[src/rtl/block_max_exp_acc.sv]
// Streaming block-maximum exponent finder: per-beat lane reduction (stage A)
// followed by a cross-beat accumulator that reports max exponent, first index and beat count.
module block_max_exp_acc #(
    parameter  int expWidth = 4,
    parameter  int LANES    = 32,
    parameter  int BEATS    = 4,
    localparam int IDXW     = (LANES * BEATS > 1) ? $clog2(LANES * BEATS) : 1,
    localparam int BW       = $clog2(BEATS + 1)
) (
    input  logic                      clk,
    input  logic                      rst_n,
    input  logic                      in_valid,
    output logic                      in_ready,
    input  logic [LANES*expWidth-1:0] in_exp,
    input  logic                      in_last,
    output logic                      out_valid,
    input  logic                      out_ready,
    output logic [expWidth-1:0]       out_exp,
    output logic [IDXW-1:0]           out_idx,
    output logic [BW-1:0]             out_beats
);

    localparam int LW = (LANES > 1) ? $clog2(LANES) : 1;
    localparam int P  = 1 << $clog2(LANES);
    localparam int CW = (BEATS > 1) ? $clog2(BEATS) : 1;

    logic                  adv;
    logic [P*expWidth-1:0] exp_pad;
    logic [expWidth-1:0]   lane_max;
    logic [LW-1:0]         lane_idx;

    logic                  a_valid_q, a_valid_d;
    logic [expWidth-1:0]   a_max_q, a_max_d;
    logic [LW-1:0]         a_lane_q, a_lane_d;
    logic                  a_last_q, a_last_d;

    logic [CW-1:0]         cnt_q, cnt_d;
    logic [expWidth-1:0]   acc_max_q, acc_max_d;
    logic [IDXW-1:0]       acc_idx_q, acc_idx_d;

    logic                  out_valid_q, out_valid_d;
    logic [expWidth-1:0]   out_exp_q, out_exp_d;
    logic [IDXW-1:0]       out_idx_q, out_idx_d;
    logic [BW-1:0]         out_beats_q, out_beats_d;

    logic [expWidth-1:0]   cand_max;
    logic [IDXW-1:0]       cand_idx;
    logic                  eob;

    assign adv      = !out_valid_q || out_ready;
    assign in_ready = adv;
    assign exp_pad  = (P * expWidth)'(in_exp);

    // Heap-ordered compare tree; padding lanes sit above LANES and hold 0, so they never
    // win against a real lane because ties always go to the left (lower-lane) child.
    always_comb begin : lane_tree
        logic [expWidth-1:0] tv [2*P-1];
        logic [LW-1:0]       ti [2*P-1];
        // NOTE: every combinational output gets a default before any branch so no latch is inferred.
        for (int k = 0; k < P; k++) begin
            tv[P-1+k] = exp_pad[k*expWidth +: expWidth];
            ti[P-1+k] = LW'(k);
        end
        for (int i = P - 2; i >= 0; i--) begin
            if (tv[2*i+2] > tv[2*i+1]) begin
                tv[i] = tv[2*i+2];
                ti[i] = ti[2*i+2];
            end else begin
                tv[i] = tv[2*i+1];
                ti[i] = ti[2*i+1];
            end
        end
        lane_max = tv[0];
        lane_idx = ti[0];
    end

    always_comb begin
        a_valid_d = a_valid_q;
        a_max_d   = a_max_q;
        a_lane_d  = a_lane_q;
        a_last_d  = a_last_q;
        if (adv) begin
            a_valid_d = in_valid;
            if (in_valid) begin
                a_max_d  = lane_max;
                a_lane_d = lane_idx;
                a_last_d = in_last;
            end
        end
    end

    // Strict compare on later beats keeps the earliest occurrence of the maximum.
    always_comb begin
        cand_max = acc_max_q;
        cand_idx = acc_idx_q;
        if (cnt_q == '0) begin
            cand_max = a_max_q;
            cand_idx = IDXW'(a_lane_q);
        end else if (a_max_q > acc_max_q) begin
            cand_max = a_max_q;
            cand_idx = IDXW'(cnt_q) * IDXW'(LANES) + IDXW'(a_lane_q);
        end
        eob = a_last_q || (cnt_q == CW'(BEATS - 1));
    end

    always_comb begin
        cnt_d       = cnt_q;
        acc_max_d   = acc_max_q;
        acc_idx_d   = acc_idx_q;
        out_valid_d = out_valid_q;
        out_exp_d   = out_exp_q;
        out_idx_d   = out_idx_q;
        out_beats_d = out_beats_q;
        if (adv) begin
            // adv implies the current result is either absent or being taken this cycle.
            out_valid_d = 1'b0;
            if (a_valid_q) begin
                if (eob) begin
                    out_valid_d = 1'b1;
                    out_exp_d   = cand_max;
                    out_idx_d   = cand_idx;
                    out_beats_d = BW'(cnt_q) + BW'(1);
                    cnt_d       = '0;
                end else begin
                    acc_max_d = cand_max;
                    acc_idx_d = cand_idx;
                    cnt_d     = cnt_q + CW'(1);
                end
            end
        end
    end

    // NOTE: sequential state uses non-blocking assignments only, so every flop samples pre-edge values.
    always_ff @(posedge clk or negedge rst_n) begin
        if (!rst_n) begin
            a_valid_q   <= 1'b0;
            a_max_q     <= '0;
            a_lane_q    <= '0;
            a_last_q    <= 1'b0;
            cnt_q       <= '0;
            acc_max_q   <= '0;
            acc_idx_q   <= '0;
            out_valid_q <= 1'b0;
            out_exp_q   <= '0;
            out_idx_q   <= '0;
            out_beats_q <= '0;
        end else begin
            a_valid_q   <= a_valid_d;
            a_max_q     <= a_max_d;
            a_lane_q    <= a_lane_d;
            a_last_q    <= a_last_d;
            cnt_q       <= cnt_d;
            acc_max_q   <= acc_max_d;
            acc_idx_q   <= acc_idx_d;
            out_valid_q <= out_valid_d;
            out_exp_q   <= out_exp_d;
            out_idx_q   <= out_idx_d;
            out_beats_q <= out_beats_d;
        end
    end

    assign out_valid = out_valid_q;
    assign out_exp   = out_exp_q;
    assign out_idx   = out_idx_q;
    assign out_beats = out_beats_q;

endmodule

[config.mk]
export PLATFORM = sky130hd
export DESIGN_NAME = block_max_exp_acc
export DESIGN_NICKNAME = d
export VERILOG_FILES = /design/src/rtl/block_max_exp_acc.sv
export SDC_FILE = /design/constraint.sdc
export NUM_CORES = 1
export LEC_CHECK = 0
export CAP_MARGIN = 20
export CORE_UTILIZATION = 50
export CTS_BUF_LIST = sky130_fd_sc_hd__clkbuf_8
export DETAILED_ROUTE_END_ITERATION = 10
export PLACE_DENSITY_LB_ADDON = 0.1
export SETUP_SLACK_MARGIN = 0.05
export SYNTH_ARGS = -nofsm -noshare
export SYNTH_HDL_FRONTEND = slang
export SYNTH_SLANG_ARGS = --single-unit
[constraint.sdc]
create_clock -name clk -period 6.4 [get_ports clk]
set_input_delay 1.28 -clock clk [delete_from_list [all_inputs] [get_ports clk]]
set_output_delay 1.28 -clock clk [all_outputs]
set_load 0.03 [all_outputs]
==> impl_results.md, run 1 <==
* HPWL after DPL at 16700 um
* Worst endpoint, post-GRT repair: a_lane_q[0]$_DFFE_PN0P_/D
* CTS max path bufs at 2
* Fail Step: global routing (5_1_grt)
* Initial Util at 52.3%
* Syn. warnings at 0
* Mapped Nets at 1058
* Largest net degree at the start of global routing at 40
* #FFs+latches synth at 39
* Setup WS pre-CTS at -2.09 ns
* Buffers added on ports at 148
* Post-synth ARST share at 100%
* RePlAce Congestion at 0.918
* Outcome: stopped before the end
* Total CTS buffers at 5
* Prevailing post-synth register cell: dfrtp_1
* Synth Area per Inst at 8.26 um^2
* Die Y at 118 um
* Cts-stage hold buffer count at 0
* Tool error: [ERROR DPL-0038] Utilization greater than 100%, impossible to legalize
* Register area share after synthesis at 14.6%
* FP Rows at 41
* CTS Sinks at 39
* Mapped Cells at 812
* Die width at 118 um
* Htree depth at 2
* Yosys cell types at 82
* Worst ep type: sequential cell input
* Number of enable flip-flop cells after synthesis at 0
* IO Pins at 149
* Mapped Area at 6700 um^2
* CTS Root Cell: clkbuf_8
==> per-stage QoR <==
step,instance area (um^2),std cells,hold WS [ns]
after floorplan,7050,812,0.464
after global placement,10600,1372,0.462
after detailed placement,10600,1372,0.471
after CTS,12200,1456,0.488
==> cell usage after synthesis, types with 9 or more instances <==
master / instances / share of area (%)
o21a_1: 13 / 1.5
nor2b_1: 14 / 1.3
nor2_1: 53 / 3.0
dfrtp_1: 39 / 15
o21ai_1: 10 / 0.75
a21oi_1: 54 / 4.0
nand2_1: 62 / 3.5
clkbuf_1: 9 / 0.50
mux2_2: 29 / 4.9
o21ai_0: 46 / 3.4
ha_1: 113 / 21
nand2b_1: 20 / 1.9
mux2i_1: 83 / 12
nand4_1: 13 / 1.2
inv_1: 110 / 6.2
==> repair_timing <==
| item | 4_1_cts |
|---|---|
| endpoints found under the setup margin | 9 |
| pin swaps | 132 |
| gates resized for setup | 322 |
| buffers inserted | 77 |
==> cell families after synthesis <==
family / count (synthesis) / share of synthesized area (%)
DFF: 39 / 14.6
adders and majority gates: 116 / 21.6
muxes: 116 / 18.2
xor gates and xnor gates: 5 / 0.653
and+or+nand+nor: 196 / 14.6
AOI/OAI and AO/OA: 220 / 23.7
buffers and inverters: 120 / 6.74
==> run 2, diff against run 1 <==
Settings changed: CORE_UTILIZATION 50 to 35, CTS_BUF_LIST sky130_fd_sc_hd__clkbuf_8 to default, PLACE_DENSITY_LB_ADDON 0.1 to 0.15, SETUP_SLACK_MARGIN 0.05 to default.
==> impl_results.md, run 2 <==
* CTS Sinks at 39 (unchanged)
* Mapped Nets at 1058 (unchanged)
* Crit. End Element: flop
* XOR/XNOR Fraction of Synth Area at 0.653% (unchanged)
* Synth top area cells: ha_1, dfrtp_1, mux2i_1
* Failing checks: negative setup slack
* Maxcap violations at 0
* Register area share after synthesis at 14.6% (unchanged)
* Initial Util at 35.7% (-17 points)
* Clock Skews at 0.00311 ns
* CTS tree: done
* Final Hold Viols at 0
* Arr. time, crit path at 7.66 ns
* Die Y at 140 um (+19%)
* Mux cell area share after synthesis at 18.2% (unchanged)
* Initial DRC count at 207
* Core region area at 18800 um^2
* Grt ovf at 0
* Worst hold slack at 0.473 ns
* Commonest non-fill, non-tap cell in the layout: buf_4
* Adder-cell share of the synthesized area at 21.6% (unchanged)
* Synth top area share at 21.1% (unchanged)
* Yosys cell types at 82 (unchanged)
* ANT cells at 0
* NumNets Final at 1577
* WL final at 22000 um
* RSZ-0062 raised after global routing: yes
* Die area at 19700 um^2
* Worst stage delay on the critical path at 0.37 ns
* Final count of pins violating max slew at 0
* Leakage at 6.54 nW
* Via count at 7798
* Htree depth at 2 (unchanged)
* Vias in the first global route at 7902
* Cts-stage hold buffer count at 0 (unchanged)
* HPWL after DPL at 14900 um (-11%)
* Wire length per cell at 14.1 um
* Slew Limit Headroom at 28.4%
* Initial antenna violation count at 0
* Synth Area in Simple Gates at 14.6% (unchanged)
* Buffers added on ports at 148 (unchanged)
* Fmax at 133 MHz
* Most numerous cell on the critical path: buf_4
* Largest net degree at the start of global routing at 40
* Synth Area per Inst at 8.26 um^2 (unchanged)
* RePlAce Congestion at 0.841 (-8.4%)
* Mapped Cells at 812 (unchanged)
* Syn. warnings at 0 (unchanged)
* Post-synth ARST share at 100% (unchanged)
* Critical path startpoint category: input pin
* Post-layout min period at 7.50 ns
* DRC violation count after routing at 0
* CTS Root Cell: clkbuf_16
* Fin crit share at 117%
* Worst VDD drop at 0.452 mV
* CP max FO at 4
* Largest family of logic cells by synthesized area: compound AO/OA/AOI/OAI gates
* Skew-Pair Late Insertion Delay at 0.28 ns
* Layout cell share with drive strength beyond 1 at 58.3%
* Number of enable flip-flop cells after synthesis at 0 (unchanged)
* Vias/cell at 4.98
* CP max stage cell: or3_4
* Area Overhead vs Synth at 100%
* CP Class: in -> reg
* Mapped Area at 6700 um^2 (unchanged)
* #FFs+latches synth at 39 (unchanged)
* Final setup violation count at 9
* Power density over the cells at 461 nW/um^2
* Complex-gate fraction of the synthesized area at 23.7% (unchanged)
* Slew @ Worst Pin at 1.07 ns
* Placed cells at 1447 (+5.5%)
* Hold crit path type: reg -> reg
* Fin worst setup slack at -1.10 ns
* Fillers at 1411
* Detail Route Antenna Nets at 0
* CP required at 6.56 ns
* Top-count cell post-synth: ha_1
* CTS clk-pin slew, worst paths at 0.06 ns
* Detailed Routing Iterations Pass 1 at 4
* GRT Overall Usage at 20.4%
* Total CTS buffers at 5 (unchanged)
* CTS max path bufs at 2 (unchanged)
* IO Pins at 149 (unchanged)
* Die width at 140 um (+19%)
* Cell accounting for the most synthesized area: ha_1
* First-pass GRT wire length at 34200 um
* Prevailing post-synth register cell: dfrtp_1
* Most frequent cells in the layout: buf_4, ha_4, inv_1
* Top post-synthesis cells by count: ha_1, inv_1, mux2i_1
* Final Non-Filler Cells at 1566
* FP Rows at 50 (+22%)
* Outcome: complete, but fails checks
[run 2: cell counts after synthesis]
No cell type changed its count.
[run 2: layout make-up]
| cell class | count | area [um^2] | share of cell area (%) |
|---|---|---|---|
| inverters | 110 | 438 | 3.26 |
| well taps | 234 | 293 | 2.18 |
| flip-flops and latches | 39 | 976 | 7.26 |
| clock buffers | 8 | 156 | 1.16 |
| multi-input cells | 653 | 7260 | 54.1 |
| repair buffers | 522 | 4310 | 32.1 |
[run 2: final timing paths]
check,start,cells past startpoint,end,slack (ns)
worst min-delay path,out_exp[3]$_DFFE_PN0P_,2,out_exp[3]$_DFFE_PN0P_,0.47
worst max-delay path,in_exp[61],41,a_max_q[2]$_DFFE_PN0P_,-1.10
worst min register to register,out_exp[3]$_DFFE_PN0P_,2,out_exp[3]$_DFFE_PN0P_,0.47
min in group asynchronous,rst_n,1,acc_idx_q[6]$_DFFE_PN0P_,1.11
worst max register to register,a_max_q[1]$_DFFE_PN0P_,9,acc_idx_q[2]$_DFFE_PN0P_,3.16
max in group asynchronous,rst_n,1,acc_max_q[3]$_DFFE_PN0P_,4.76
[run 2: metal layers]
metal  wire length [um]  GRT usage [%]  vias up
met5                  0              0        -
met4                251           3.12        0
met3                497           1.98       25
met2              11800           39.6      119
met1               9510           24.4     3652
li1                   -              -     4002
[run 2: power breakdown]
part	internal, mW	switching, mW	leakage [nW]
clock	0.166	0.0924	0.0772
sequential	0.371	0.0732	0.477
combinational	3.02	2.47	5.99
total	3.56	2.64	6.54
[run 2: what timing repair did]
item	in CTS	in global routing
resized for setup	311	261
cloned	0	0
endpoints found under the setup margin	9	9
setup buffers	85	28
pin swaps	126	116
[run 2: critical path: cells and delay by family]
| family | cells | cell delay, ns |
|---|---|---|
| AOI/OAI and AO/OA | 16 | 2.22 |
| adders and majority gates | 5 | 1.18 |
| buffers and inverters | 7 | 0.88 |
| muxes | 3 | 0.79 |
| and+or+nand+nor | 10 | 1.29 |
[run 2: cells by family after synthesis]
kind of cell             Yosys count
XOR/XNOR                           5
flip-flops                        39
AND/OR/NAND/NOR                  196
buffers and inverters            120
multiplexers                     116
adder cells (fa/ha/maj)          116
AO/OA/AOI/OAI                    220
[run 2: metrics by stage]
step | util, % | setup slack (ns) | power, mW | cell area (um^2) | TNS [ns]
6_report | 71.6 | -1.10 | 6.20 | 13400 | -9.18
5_1_grt | 71.6 | -1.42 | 6.68 | 13400 | -12.14
4_1_cts | 66.4 | -1.04 | 5.70 | 12500 | -8.62
3_5_place_dp | 57.1 | -1.89 | 4.60 | 10700 | -16.06
3_3_place_gp | 57.1 | -1.67 | 4.55 | 10700 | -14.24
2_1_floorplan | - | -0.990 | 2.92 | 7050 | -7.97
(Power assumes the default switching activity.)
